$ cat config.mk
export PLATFORM = sky130hd
export DESIGN_NAME = hnf_pocq_arb
export DESIGN_NICKNAME = d
export VERILOG_FILES = /design/src/rtl/hnf_pocq_arb_pkg.sv /design/src/rtl/hnf_rr_arb2.sv /design/src/rtl/hnf_pocq_arb.sv
export SDC_FILE = /design/constraint.sdc
export NUM_CORES = 1
export LEC_CHECK = 0
export BUFFER_PORTS_ARGS = -buffer_cell sky130_fd_sc_hd__buf_4
export CAP_MARGIN = 20
export CORE_AREA = 2 2 128 130
export CTS_BUF_LIST = sky130_fd_sc_hd__clkbuf_16
export DETAILED_ROUTE_END_ITERATION = 6
export DIE_AREA = 0 0 130 132
export GPL_TIMING_DRIVEN = 0
export PLACE_DENSITY = 0.72
export SLEW_MARGIN = 15
export SYNTH_ARGS = -nofsm -noshare
export SYNTH_HDL_FRONTEND = slang
export SYNTH_HIERARCHICAL = 1
export SYNTH_SLANG_ARGS = --single-unit
export TNS_END_PERCENT = 50
$ cat constraint.sdc
create_clock -name clock_i -period 11 [get_ports clock_i]
set_input_delay 0 -clock clock_i [delete_from_list [all_inputs] [get_ports clock_i]]
set_output_delay 0 -clock clock_i [all_outputs]
set_load 0.01 [all_outputs]
$ cat src/rtl/hnf_pocq_arb_pkg.sv
// hnf_pocq_arb_pkg: flit types, FSM state and grant-select enums shared by the pocq arbiter
package hnf_pocq_arb_pkg;
  typedef struct packed {
    logic [43:0] addr;
    logic [6:0]  opcode;
    logic [6:0]  srcid;
    logic [7:0]  txnid;
  } reqflit_t;
  typedef struct packed {
    logic [4:0] opcode;
    logic [6:0] srcid;
    logic [7:0] txnid;
  } rspflit_t;
  typedef enum logic [1:0] {RUN, DRAIN, HALT} arb_state_e;
  typedef enum logic [1:0] {GNT_NONE, GNT_REQ, GNT_RNP, GNT_RSP} gnt_e;
endpackage

$ cat src/rtl/hnf_rr_arb2.sv
// hnf_rr_arb2: 2-way round-robin arbiter (a=rnp, b=req); ports clk_i, rst_i, a_i, b_i -> ga_o, gb_o
module hnf_rr_arb2 (
  input  logic clk_i,
  input  logic rst_i,
  input  logic a_i,
  input  logic b_i,
  output logic ga_o,
  output logic gb_o
);
  logic ptr_q, ptr_d;
  assign ga_o  = a_i && (!b_i || !ptr_q);
  assign gb_o  = b_i && (!a_i || ptr_q);
  // pointer only moves when both sides contend
  assign ptr_d = (a_i && b_i) ? !ptr_q : ptr_q;
  always_ff @(posedge clk_i or posedge rst_i)
    if (rst_i) ptr_q <= 1'b0;
    else ptr_q <= ptr_d;
endmodule

$ cat src/rtl/hnf_pocq_arb.sv
// hnf_pocq_arb: pocq front-end arbiter (rsp > rr(rnp,req)), occupancy tracking, flush FSM; optional perf counters via POCQ_ARB_PERF_EN
module hnf_pocq_arb
  import hnf_pocq_arb_pkg::*;
#(
  parameter  int DEPTH = 16,
  localparam int OCC_W = $clog2(DEPTH + 1)
) (
  input  logic             clock_i,
  input  logic             reset_i,
  input  logic             req_valid_i,
  input  reqflit_t         req_flit_i,
  output logic             req_ready_o,
  input  logic             rnp_valid_i,
  input  reqflit_t         rnp_flit_i,
  output logic             rnp_ready_o,
  input  logic             rsp_valid_i,
  input  rspflit_t         rsp_flit_i,
  output logic             rsp_ready_o,
  output logic             req_entry_en_o,
  output reqflit_t         req_entry_o,
  output logic             read_no_snp_v_o,
  output reqflit_t         read_no_snp_o,
  output logic             rsp_entry_en_o,
  output rspflit_t         rsp_entry_o,
  input  logic             pocq_is_empty_i,
  input  logic             flush_req_i,
  input  logic             resume_i,
  output logic             flush_done_o,
  output logic [OCC_W-1:0] occupancy_o,
  output logic             err_underflow_o
`ifdef POCQ_ARB_PERF_EN
  ,
  output logic [31:0]      perf_req_full_stall_o,
  output logic [31:0]      perf_req_arb_stall_o,
  output logic [31:0]      perf_grants_o
`endif
);
  arb_state_e state_q, state_d;
  gnt_e gnt;
  logic [OCC_W-1:0] occ_q, occ_d;
  logic req_en_q, rnp_en_q, rsp_en_q, flush_done_q, err_q;
  reqflit_t req_entry_q, rnp_entry_q;
  rspflit_t rsp_entry_q;
  logic occ_zero, occ_full, serve, pend, rnp_arb, req_arb;
  assign occ_zero    = occ_q == '0;
  assign occ_full    = occ_q == OCC_W'(DEPTH);
  assign serve       = state_q != HALT;
  assign pend        = req_en_q || rnp_en_q || rsp_en_q;
  assign rsp_ready_o = rsp_valid_i && serve;
  assign rnp_arb     = rnp_valid_i && serve && !rsp_valid_i;
  // flush_req blocks a same-cycle request
  assign req_arb     = req_valid_i && state_q == RUN && !flush_req_i && !occ_full && !rsp_valid_i;
  hnf_rr_arb2 u_rr (
    .clk_i (clock_i),
    .rst_i (reset_i),
    .a_i   (rnp_arb),
    .b_i   (req_arb),
    .ga_o  (rnp_ready_o),
    .gb_o  (req_ready_o)
  );
  always_comb begin
    gnt = rsp_ready_o ? GNT_RSP : rnp_ready_o ? GNT_RNP : req_ready_o ? GNT_REQ : GNT_NONE;
    occ_d = (gnt == GNT_REQ) ? occ_q + OCC_W'(1) :
            (gnt == GNT_RSP && !occ_zero) ? occ_q - OCC_W'(1) : occ_q;
    state_d = (state_q == RUN && flush_req_i) ? DRAIN :
              (state_q == DRAIN && occ_zero && pocq_is_empty_i && !pend) ? HALT :
              (state_q == HALT && resume_i) ? RUN : state_q;
  end
  always_ff @(posedge clock_i or posedge reset_i)
    if (reset_i) begin
      state_q      <= RUN;
      occ_q        <= '0;
      req_en_q     <= 1'b0;
      rnp_en_q     <= 1'b0;
      rsp_en_q     <= 1'b0;
      flush_done_q <= 1'b0;
      err_q        <= 1'b0;
      req_entry_q  <= '0;
      rnp_entry_q  <= '0;
      rsp_entry_q  <= '0;
    end else begin
      state_q      <= state_d;
      occ_q        <= occ_d;
      req_en_q     <= gnt == GNT_REQ;
      // replace/release at zero occupancy is swallowed and flagged
      rnp_en_q     <= gnt == GNT_RNP && !occ_zero;
      rsp_en_q     <= gnt == GNT_RSP && !occ_zero;
      flush_done_q <= state_d == HALT;
      err_q        <= err_q || ((gnt == GNT_RSP || gnt == GNT_RNP) && occ_zero);
      req_entry_q  <= (gnt == GNT_REQ) ? req_flit_i : req_entry_q;
      rnp_entry_q  <= (gnt == GNT_RNP && !occ_zero) ? rnp_flit_i : rnp_entry_q;
      rsp_entry_q  <= (gnt == GNT_RSP && !occ_zero) ? rsp_flit_i : rsp_entry_q;
    end
  assign req_entry_en_o  = req_en_q;
  assign req_entry_o     = req_entry_q;
  assign read_no_snp_v_o = rnp_en_q;
  assign read_no_snp_o   = rnp_entry_q;
  assign rsp_entry_en_o  = rsp_en_q;
  assign rsp_entry_o     = rsp_entry_q;
  assign flush_done_o    = flush_done_q;
  assign occupancy_o     = occ_q;
  assign err_underflow_o = err_q;
`ifdef POCQ_ARB_PERF_EN
  logic [31:0] pf_full_q, pf_arb_q, pf_gnt_q;
  logic inc_full, inc_arb, inc_gnt;
  assign inc_full = req_valid_i && occ_full;
  assign inc_arb  = req_valid_i && !req_ready_o && !occ_full;
  assign inc_gnt  = gnt != GNT_NONE;
  always_ff @(posedge clock_i or posedge reset_i)
    if (reset_i) begin
      pf_full_q <= '0;
      pf_arb_q  <= '0;
      pf_gnt_q  <= '0;
    end else begin
      pf_full_q <= pf_full_q + {31'b0, inc_full && pf_full_q != '1};
      pf_arb_q  <= pf_arb_q + {31'b0, inc_arb && pf_arb_q != '1};
      pf_gnt_q  <= pf_gnt_q + {31'b0, inc_gnt && pf_gnt_q != '1};
    end
  assign perf_req_full_stall_o = pf_full_q;
  assign perf_req_arb_stall_o  = pf_arb_q;
  assign perf_grants_o         = pf_gnt_q;
`endif
endmodule

==> Yosys cells after proc, flatten, opt, wreduce, memory -nomap -nowiden <==
Index checks and enable logic that the tools add are counted.
{ "word_totals": {"ff_bits": 165, "mem_bits_ro": 0, "mem_bits_rw": 0, "elab_cells": 72, "latch_bits": 0, "mem_count": 0} }
{ "op_classes": {"mul": 0, "div": 0, "n_mux": 8, "n_lt_le_gt_ge": 0, "n_reduce_logical": 35, "bitwise": 0, "shifts": 0, "addsub": 2, "eq_ne": 8} }
{ "ops": {"columns": ["cell", "n"], "rows": [
  ["$logic_and 1x1->1", 18],
  ["$mux 2", 5],
  ["$mux 5", 2],
  ["$eq 2x2->1 const B", 4],
  ["$logic_not 1->1", 8],
  ["$logic_or 1x1->1", 6],
  ["$add 5x1->5 const B", 1],
  ["$eq 5x5->1 const B", 1],
  ["$logic_not 5->1", 1],
  ["$sub 5x1->5 const B", 1],
  ["$eq 2x1->1 const B", 2],
  ["$logic_not 2->1", 1],
  ["$ne 2x2->1 const B", 1],
  ["$reduce_bool 2->1", 1],
  ["$mux 1", 1]
]} }

==> Logic depth before layout (Yosys ltp) <==
Gate-level depths: netlist of the first run.
{ "logic_depth": {"depth_word": 14, "depth_mapped": 13} }

==> Modules after synthesis <==
The synthesis of the first run kept the hierarchy.
{ "modules_own_cells": {"columns": ["mod", "n_inst", "cells_per_inst", "area_per_inst_um2"], "rows": [
  ["hnf_pocq_arb", 1, 384, 6273.5],
  ["hnf_rr_arb2", 1, 7, 60.1]
]} }

==> Least setup slack after synthesis of the first run <==
OpenSTA, ideal clock, no wires.
{ "synth_path": {"path_kind": "reg2reg", "startpoint": "reg occ_q[0], in the netlist occupancy_o[0]", "endpoint": "reg occ_q[4], in the netlist occupancy_o[4]", "slack_ps": 7903, "n_path_buf": 1, "required_time_ps": 10920, "arrival_ps": 3017, "path_stages_with_launch": 13, "period_less_slack_ps": 3097, "path_cell_list": "dfrtp_1 -> nor4_4 -> a21oi_1 -> a21boi_0 -> nor2b_1 -> o21ai_2 -> buf_2 -> inv_1 -> fa_1 -> nand2b_1 -> a21oi_1 -> mux2i_1 -> xnor2_1"} }
{ "synth_via": {"elab_chain_len": 12, "elab_cells_between_ends": 21} }
{ "synth_lines": {"columns": ["element", "line", "text"], "rows": [
  ["start: declaration", "hnf_pocq_arb.sv:40", "logic [OCC_W-1:0] occ_q, occ_d;"],
  ["start signal: assignment", "hnf_pocq_arb.sv:72", "occ_q <= '0;"],
  ["start signal: assignment", "hnf_pocq_arb.sv:83", "occ_q <= occ_d;"],
  ["$eq 5x5->1 *", "hnf_pocq_arb.sv:46", "assign occ_full = occ_q == OCC_W'(DEPTH);"],
  ["$logic_not 1->1 *", "hnf_pocq_arb.sv:52", "assign req_arb = req_valid_i && state_q == RUN && !flush_req_i && !occ_full && !rsp_valid_i;"],
  ["$logic_and 1x1->1 * (2 in a row)", "hnf_pocq_arb.sv:52", null],
  ["via req_arb", "hnf_pocq_arb.sv:44", "logic occ_zero, occ_full, serve, pend, rnp_arb, req_arb;"],
  ["$logic_not 1->1 *", "hnf_rr_arb2.sv:11", "assign ga_o = a_i && (!b_i || !ptr_q);"],
  ["$logic_or 1x1->1 *", "hnf_rr_arb2.sv:11", null],
  ["$logic_and 1x1->1 *", "hnf_rr_arb2.sv:11", null],
  ["via rnp_ready_o", "hnf_pocq_arb.sv:15", "output logic rnp_ready_o,"],
  ["$mux 2 * (2 in a row)", "hnf_pocq_arb.sv:62", "gnt = rsp_ready_o ? GNT_RSP : rnp_ready_o ? GNT_RNP : req_ready_o ? GNT_REQ : GNT_NONE;"],
  ["$eq 2x2->1", "hnf_pocq_arb.sv:64", "(gnt == GNT_RSP && !occ_zero) ? occ_q - OCC_W'(1) : occ_q;"],
  ["$logic_and 1x1->1", "hnf_pocq_arb.sv:64", null],
  ["$reduce_bool 2->1 (no line)", null, null]
]} }
Mark *: on every way through the listed nets, which the timed path passes. The rest lies on a longest branch. The select of a mux whose other input is x is not followed.
A chain may end at the register's enable or synchronous reset.

==> Worst setup path in the final report of the first run <==
{ "layout_path": {"startpoint": "reg occ_q[0], in the netlist occupancy_o[0]", "endpoint": "reg occ_q[4], in the netlist occupancy_o[4]"} }
{ "layout_via": {"elab_chain_len": 12, "elab_cells_between_ends": 21} }
{ "layout_lines": {"columns": ["element", "line"], "rows": [
  ["$eq 5x5->1 *", "hnf_pocq_arb.sv:46"],
  ["$logic_not 1->1 *", "hnf_pocq_arb.sv:52"],
  ["$logic_and 1x1->1 * (2 in a row)", "hnf_pocq_arb.sv:52"],
  ["via req_arb", "hnf_pocq_arb.sv:44"],
  ["$logic_not 1->1", "hnf_rr_arb2.sv:11"],
  ["$logic_or 1x1->1", "hnf_rr_arb2.sv:11"],
  ["$logic_and 1x1->1", "hnf_rr_arb2.sv:11"],
  ["$mux 2 * (2 in a row)", "hnf_pocq_arb.sv:62"],
  ["$eq 2x2->1", "hnf_pocq_arb.sv:64"],
  ["$logic_and 1x1->1", "hnf_pocq_arb.sv:64"],
  ["$reduce_bool 2->1 (no line)", null]
]} }
Marks and branches as above.

==> results.toml, run 1 <==
[status]
status = "finished clean"

[synthesis]
synth_top_cell_by_area = "dfrtp_1"
dominantRegCellSynth = "dfrtp_1"
ys_warn_count = 6
synth_edf_count = 0
syn_nets = 555
synthArstFlopShare_pct = 100
yosysSeqAreaShare_pct = 65.2
syn_avg_cell_area_um2 = 16.2
ys_types = 29
synth.area.top_cells = "dfrtp_1 65%, mux2_2 27%, buf_2 0.95%"
yosys.area.top_type_share_pct = 65.2
syn_area_um2 = 6330
ys_seq_elements = 165
synthCells = 391

[placed_design]
place_area_um2 = 9070
io_buffers = 324
gp_congestion = 0.778
hpwl_um = 12700
place_worst_setup_slack_ns = 7.64

[critical_path]
critical_path_class = "reg -> reg"
startpoint_type = "flop"
r2r_cells = 12
crit_fanout = 12
cp.required_ns = 11.35
r2r_end = "occupancy_o[4]"
reg2reg_slack_ns = 7.61
cp_data_arrival_time_ns = 3.73
critPathCaptureType = "flop"
r2r_start = "occupancy_o[0]"

[timing]
min_period_ns = 3.39
hold_viol_final = 0
relSlewSlack_pct = 63.9
post-route-period-util_pct = 30.8
fmaxAchievable_mhz = 295
rsz0062_at_grt = "no"
slew_viol_final = 0
skew_ns = 0.00653
setup_viol = 0
setup_ws_ns = 7.61
tns_ns = 0
worst_pin_slew_ns = 0.537

[clock_network]
cts_tree = "done"
hold_buffers = 159
insertion_delay_ns = 0.42
postCtsResizedCells = 0
htreeDepth = 4
cts_root_buffer = "clkbuf_16"
post_cts_buffers = 0
cts.path.max_buffers = 2
cts.clk_slew.worst_paths_ns = 0.06
cts_buffers = 17
cts.sinks = 165

[pwr]
irDropWorstVdd_uv = 115
cellPowerDensity_nw_per_um2 = 210
power_leakage_nw = 5.59
fin_total_pwr_mw = 2.35

[detailed_routing]
first_pass_iters = 4
route.detailed.drc = 0
wl_per_cell_um = 17.2
vias = 5147
routed_wl_um = 19300
ant_nets = 0
drt_iter0_drc = 133
viasPerCell = 4.58

[die]
die_h_um = 132
io_pins = 325
initial_core_util_pct = 40.3
rows = 46
die_w_um = 130
die_area_um2 = 17200
core_area_um2 = 15700

[global_routing]
grt.total_usage_pct = 22.6
grt_pass1_vias = 5795
grt_max_degree = 92
grt_pass1_wl_um = 29500
antenna_found_initial = 0
grt_overflow = 0

[cells_and_area]
fill_cells = 1021
area_growth_pct = 77.3
num_antenna_cells = 0
drive_gt1_share_pct = 58.4
final_nets = 1058
stdcell_area_um2 = 11200

[run]
cap_violations = 0

[min_path]
hp-class = "in -> async"
## worst max-delay path: stages (launching register included)
cell,delay (ns)
dfrtp_1,0.44
nor4_4,0.36
a21oi_1,0.15
a21boi_0,0.48
nor2b_1,0.13
o21ai_2,0.19
buf_2,0.35
inv_1,0.12
fa_1,0.41
nand2b_1,0.16
a21oi_1,0.15
mux2i_1,0.24
xnor2_1,0.13
## metal layers
layer / global-route usage (%) / part of all wire [%] / up-vias
met4: 9.80 / 2.7 / 0
li1: - / - / 2369
met5: 0 / 0 / -
met1: 23.2 / 37 / 2515
met3: 7.02 / 7.2 / 40
met2: 41.7 / 54 / 223
## registers in the layout, summed over array words and instances (netlist names), 2 cells and up
name	flops
req_entry_o	66
occupancy_o	5
rsp_entry_o	20
state_q	2
read_no_snp_o	66
## synth_stat cells (all sizes together) (2+ instances only)
library cell	instances
nor2b	2
mux2i	2
buf	16
xnor2	5
nand2b	2
nand3	3
nand2	5
a21oi	4
a21boi	2
ha	3
inv	12
mux2	154
o21ai	3
dfrtp	165
nor2	4
## layout by cell type (no fill, tap or decap), types with 2 or more instances in the layout
cell type / n
a21oi_1: 4
buf_2: 12
buf_4: 328
bufinv_16: 2
clkbuf_16: 17
clkinv_1: 4
clkinv_2: 2
clkinv_4: 2
clkinvlp_4: 2
dfrtp_1: 165
dlygate4sd3_1: 159
ha_1: 3
inv_1: 12
inv_6: 2
mux2_2: 154
mux2i_1: 2
nand2_1: 4
nand2b_1: 2
nand3_1: 2
nor2_1: 4
nor2b_1: 2
o21ai_0: 2
xnor2_1: 5
## report_power, final
part / total [mW] / switching (mW) / internal [mW]
combinational: 0.842 / 0.339 / 0.504
clock: 0.568 / 0.237 / 0.331
sequential: 0.942 / 0.127 / 0.815
## worst max-delay path by stage
stage / depth (start not counted) / slack (ns) / start / endpoint
finish: 12 / 7.61 / occupancy_o[0] / occupancy_o[4]
global route: 12 / 7.37 / occupancy_o[0] / occupancy_o[4]
CTS: 12 / 7.61 / occupancy_o[0] / occupancy_o[4]
detailed placement: 12 / 7.64 / occupancy_o[0] / occupancy_o[4]
global placement: 2 / 4.97 / reset_i / read_no_snp_o[19]
floorplan: 1 / 6.57 / reset_i / err_underflow_o
## metrics by stage
step / instances / util [%] / hold WS, ns
2_1_floorplan: 391 / - / -0.271
3_3_place_gp: 931 / 57.5 / -0.146
3_5_place_dp: 932 / 57.7 / -0.115
4_1_cts: 1123 / 71.5 / 0.000949
5_1_grt: 1123 / 71.5 / 0.0180
6_report: 1123 / 71.5 / 0.0239
## final cells by class
cell class                      count  area (um^2)  share of cell area [%]
Buffer                             16         90.1                   0.802
Clock buffer                       17          425                    3.79
Clock inverter                     15          139                    1.24
Inverter                           12         52.6                   0.468
Multi-Input combinational cell    198         2070                    18.4
Sequential cell                   165         4130                    36.8
Tap cell                          216          270                    2.41
Timing Repair Buffer              484         4050                    36.1
## cells by family after synthesis
kind of cell,share of synthesized area (%)
compound gates,1.40
xor+xnor,0.691
fa+ha+maj,0.909
buf+inv,2.13
flops,65.2
mux,27.7
simple gates,1.98
Power figures use the tool's default switching activity.
==> inputs of run 2 (changes only) <==
- CORE_AREA: 2 2 128 130 -> 2 2 126 128
- DIE_AREA: 0 0 130 132 -> 0 0 128 130
- PLACE_DENSITY: 0.72 -> 0.74
- clock period: 11 -> 3.2 ns (I/O delays scaled with it)
==> run 2 against run 1 <==
  * Routed wire length is 2.3% higher
  * First-iteration DRC count rose by 18%
  * Maximum frequency is 14% higher
  * Worst setup slack worse by 7.4 ns
  * Clock skew increased by 0.0018 ns
  * Via count increased by 1.7%
  * Combinational power grew to 3.5 times the previous value
  * Final cell count shrank 1.6%
  * Critical endpoint unchanged
  * Largest power group unchanged
  * Highest routed layer unchanged
==> results.toml, run 2 (synthesis results as in run 1) <==
[clock_network]
cts.path.max_buffers = 2
cts_tree = "done"
cts_root_buffer = "clkbuf_16"
insertion_delay_ns = 0.41
cts_buffers = 17
cts.sinks = 165
htreeDepth = 4
cts.clk_slew.worst_paths_ns = 0.06

[pwr]
cellPowerDensity_nw_per_um2 = 728
pwr-share-seq_pct = 39.4
irDropWorstVdd_uv = 377
power_leakage_nw = 5.64
fin_total_pwr_mw = 8.24
power_frac_comb_pct = 35.8
clkPwrFrac_pct = 24.7
p_int_mw = 5.77
p_sw_share_pct = 30.0
p_sw_mw = 2.47

[detailed_routing]
ant_nets = 0
route.detailed.drc = 0
routed-wl-met2_um = 10700
wl_per_cell_um = 17.9
vias = 5237
routed_wl_um = 19700
drt_iter0_drc = 157
m1WireLength_um = 6880
top_layer_used = "met4"
wl_met3_um = 1530
viasPerCell = 4.74
first_pass_iters = 4

[timing]
hold_viol_final = 0
post-route-period-util_pct = 93.2
fmaxAchievable_mhz = 335
slew_viol_final = 0
relSlewSlack_pct = 67.8
skew_ns = 0.00830
tns_ns = 0
rsz0062_at_grt = "no"
min_period_ns = 2.98
setup_viol = 0
setup_ws_ns = 0.216
worst_pin_slew_ns = 0.483

[critical_path]
cpMaxStageDelayCell = "dfrtp_1"
crit_top_cell = "a21oi_1"
slowest_delay_ns = 0.43
cp.required_ns = 3.54
startpoint_type = "flop"
crit_fanout = 12
crit_chain = "nor4_4 -> a21oi_1 -> a21boi_2 -> nor2b_1 -> o21ai_2 -> buf_6 -> inv_1 -> fa_1 -> nand2b_1 -> a21oi_1 -> mux2i_1 -> xnor2_1"
critical_path_class = "reg -> reg"
cp_data_arrival_time_ns = 3.32
critPathCaptureType = "flop"
reg2reg_slack_ns = 0.22

[global_routing]
grt.total_usage_pct = 23.8
grt_pass1_wl_um = 30100
grt_max_degree = 39
grt_overflow = 0
grt_pass1_vias = 5815
antenna_found_initial = 1

[cells_and_area]
drive_gt1_share_pct = 59.0
area_growth_pct = 78.7
final_nets = 1063
final_cell_mix = "329 x buf_4, 165 x dfrtp_1, 159 x dlygate4sd3_1, 154 x mux2_2, 17 x clkbuf_16"
layout_commonest_cell = "buf_4"

[die]
die_area_um2 = 16600
die_w_um = 128
core_area_um2 = 15400
rows = 46
io_pins = 325
initial_core_util_pct = 41.1
die_h_um = 130

[run]
cap_violations = 0

[min_path]
hp-class = "in -> reg"

[placed_design]
hpwl_um = 13100
io_buffers = 324
gp_congestion = 0.836
place_worst_setup_slack_ns = -0.204

[status]
status = "finished clean"
==> run 2: what timing repair did <==
action,CTS,global route
pin swaps,0,1
resized for setup,3,1
setup endpoints to repair,2,1
hold buffers,159,0
buffers inserted,0,1
endpoints found under the hold margin,236,0
==> run 2: layout make-up <==
| cell class | instances | area (um^2) |
|---|---|---|
| inverters | 12 | 48.8 |
| well taps | 192 | 240 |
| clock buffers | 17 | 425 |
| fillers | 962 | 4110 |
| repair buffers | 489 | 4140 |
| diodes | 1 | 2.50 |
| multi-input cells | 198 | 2070 |
| clock inverters | 15 | 165 |
| plain buffers | 16 | 96.3 |
| flip-flops and latches | 165 | 4130 |
==> run 2: path summary, 6_finish.rpt <==
| kind | start | to | depth (start not counted) |
|---|---|---|---|
| min in group asynchronous | reset_i | err_underflow_o | 3 |
| hold / removal | rnp_valid_i | u_rr/ptr_q | 4 |
| setup reg to reg | occupancy_o[3] | occupancy_o[4] | 12 |
| setup / recovery | occupancy_o[3] | occupancy_o[4] | 12 |
| max in group asynchronous | reset_i | req_entry_o[35] | 5 |
| hold reg to reg | err_underflow_o | err_underflow_o | 1 |
==> run 2: power groups by stage <==
stage	clock, mW	sequential (mW)	combinational, mW
floorplan	0	3.53	0.887
global placement	0	3.21	2.65
detailed placement	0	3.25	2.75
CTS	2.08	3.23	2.93
global route	2.19	3.34	3.14
finish	2.04	3.25	2.95
==> run 2: metal layers <==
layer,vias to the layer above,track usage (%)
met4,0,10.9
met3,50,6.97
met5,-,0
li1,2379,-
met1,2551,24.8
met2,257,44.2
==> run 2: worst max-delay path: cells and delay by family, from the launching register on <==
kind,cells,cell delay [ns]
buffers and inverters,2,0.32
adders and majority gates,1,0.42
AOI/OAI and AO/OA,4,0.76
DFF,1,0.43
and+or+nand+nor,3,0.58
xor gates and xnor gates,1,0.14
muxes,1,0.25
==> run 2: metrics by stage <==
| step | std cells | util, % | cell area, um^2 | hold WS, ns |
|---|---|---|---|---|
| final | 1105 | 73.4 | 11300 | 0.0395 |
| after global routing | 1105 | 73.4 | 11300 | 0.0661 |
| after CTS | 1103 | 73.3 | 11300 | 0.0186 |
| after detailed placement | 912 | 59.1 | 9120 | -0.128 |
| after global placement | 907 | 58.4 | 9010 | -0.134 |
| after floorplan | 391 | - | 6340 | -0.271 |
==> inputs of run 3 (changes only) <==
- REMOVE_ABC_BUFFERS: default -> 1
==> run 3 against run 2 <==
  * Via count shrank 1.3%
  * Sequential cell count is the same
  * Clock power is essentially flat
  * First-iteration DRC count grew 8.3%
  * Sequential power is essentially flat
  * Largest cell class is now sequential cells
  * Register-to-register slack lost 0.13 ns
  * Sequential share of layout area grew 0.30 points
  * Global-route usage shrank 0.50 points
  * Clock skew grew 0.0029 ns
  * Critical path type unchanged
  * Combinational power is essentially flat
  * Largest power group unchanged
  * Maximum frequency shrank 4.1%
  * Highest routed layer unchanged
  * Final cell count shrank 1.5%
==> results.toml, run 3 (synthesis results as in run 1) <==
[status]
status = "finished clean"

[critical_path]
cp_top_family = "compound AO/OA/AOI/OAI gates"
cp.required_ns = 3.50
startpoint_type = "flop"
crit_chain = "nor3_1 -> nand3_1 -> a21oi_1 -> a21boi_1 -> nor2b_2 -> o21ai_4 -> ha_1 -> a21o_2 -> a21oi_1 -> xnor2_1 -> mux2_2"
critPathCaptureType = "flop"
cp_data_arrival_time_ns = 3.41
slowest_delay_ns = 0.43
reg2reg_slack_ns = 0.09
crit_fanout = 12
crit_top_cell = "a21oi_1"
cpMaxStageDelayCell = "dfrtp_1"
critical_path_buf_inv_count = 0
critical_path_class = "reg -> reg"

[timing]
relSlewSlack_pct = 55.3
hold_viol_final = 0
worst_pin_slew_ns = 0.670
slew_viol_final = 0
skew_ns = 0.0112
fmaxAchievable_mhz = 321
post-route-period-util_pct = 97.2
setup_viol = 0
tns_ns = 0
min_period_ns = 3.11

[detailed_routing]
wl_per_cell_um = 18.1
viasPerCell = 4.75
drt_iter0_drc = 170
vias = 5170
first_pass_iters = 4
routed_wl_um = 19700
route.detailed.drc = 0
ant_nets = 0

[clock_network]
cts_root_buffer = "clkbuf_16"
cts.clk_slew.worst_paths_ns = 0.06
post_cts_buffers = 0
cts.sinks = 165
cts_tree = "done"
cts_buffers = 17
insertion_delay_ns = 0.42
htreeDepth = 4
cts.path.max_buffers = 2

[pwr]
fin_total_pwr_mw = 8.23
irDropWorstVdd_uv = 412
power_leakage_nw = 5.58
cellPowerDensity_nw_per_um2 = 733

[global_routing]
grt_pass1_wl_um = 29600
grt.total_usage_pct = 23.3
grt_overflow = 0
antenna_found_initial = 0
grt_pass1_vias = 5658
grt_max_degree = 84

[die]
initial_core_util_pct = 41.1
rows = 46
die_w_um = 128
core_area_um2 = 15400
io_pins = 325
die_h_um = 130
die_area_um2 = 16600

[placed_design]
io_buffers = 324
gp_congestion = 0.794
hpwl_um = 12000

[cells_and_area]
area_growth_pct = 77.3
fill_cells = 920
layout_commonest_cell = "buf_4"
final_nets = 1045
final_cell_mix = "324 x buf_4, 165 x dfrtp_1, 158 x dlygate4sd3_1, 154 x mux2_2, 17 x clkbuf_16"
drive_gt1_share_pct = 58.3

[run]
cap_violations = 0

[min_path]
hp-class = "in -> async"
==> run 3: cell count changes in the layout (fill, tap and decap cells not counted), sizes merged <==
cell / before / now
buf: 346 / 328
clkinvlp: 4 / 2
inv: 14 / 16
diode: 1 / 2
dlygate4sd3: 159 / 158
o21ai: 3 / 4
==> run 3: cell type report <==
class | count | area, um^2 | area share (%)
multi-input cells | 199 | 2100 | 18.7
inverters | 12 | 52.6 | 0.468
repair buffers | 486 | 4110 | 36.6
clock inverters | 15 | 164 | 1.46
flip-flops and latches | 165 | 4130 | 36.8
well taps | 192 | 240 | 2.14
diodes | 2 | 5.00 | 0.0446
clock buffers | 17 | 425 | 3.79
==> run 3: repair_timing <==
action | CTS | global route
pin swaps | 0 | 2
resized for setup | 1 | 3
setup endpoints to repair | 2 | 2
endpoints found under the hold margin | 239 | 0
cloned | 0 | 1
hold buffers | 158 | 0
==> run 3: power by group <==
group          switching, mW  internal, mW
sequential             0.453          2.80
clock                  0.829          1.22
combinational           1.19          1.73
total                   2.48          5.75
==> run 3: through the flow <==
step                utilization, %  hold WS [ns]  cell area, um^2  setup WS (ns)  std cells
floorplan                        -        -0.271             6240          -1.23        375
global placement              57.8        -0.147             8920          -2.82        891
detailed placement            58.6        -0.114             9030         -0.146        895
CTS                           72.6       0.00512            11200         0.0164       1085
global route                  72.8        0.0164            11200        -0.0525       1086
finish                        72.8        0.0192            11200         0.0884       1088
==> run 3: worst reg2reg max path, cell delays in order, from the launching register on <==
cell      delay [ns]
dfrtp_1         0.43
nor3_1          0.29
nand3_1         0.13
a21oi_1         0.29
a21boi_1        0.27
nor2b_2         0.31
o21ai_4         0.21
ha_1            0.34
a21o_2          0.21
a21oi_1         0.18
xnor2_1         0.08
mux2_2          0.26
==> run 3: routing by layer <==
layer	wire (um)	vias to the layer above	share of wire [%]	GRT usage, %
li1	-	2343	-	-
met1	7360	2512	37	25.9
met2	10200	264	52	41.1
met3	1470	51	7.5	6.89
met4	660	0	3.4	11.2
met5	0	-	0	0
==> run 3: final timing paths <==
check / endpoint / startpoint / depth (start not counted)
worst max-delay path: occupancy_o[3] / state_q[1] / 11
worst min-delay path: u_rr/ptr_q / reset_i / 3
worst max register to register: occupancy_o[3] / state_q[1] / 11
worst min register to register: err_underflow_o / err_underflow_o / 1
max in group asynchronous: read_no_snp_o[9] / reset_i / 4
min in group clock_i: u_rr/ptr_q / rnp_valid_i / 4
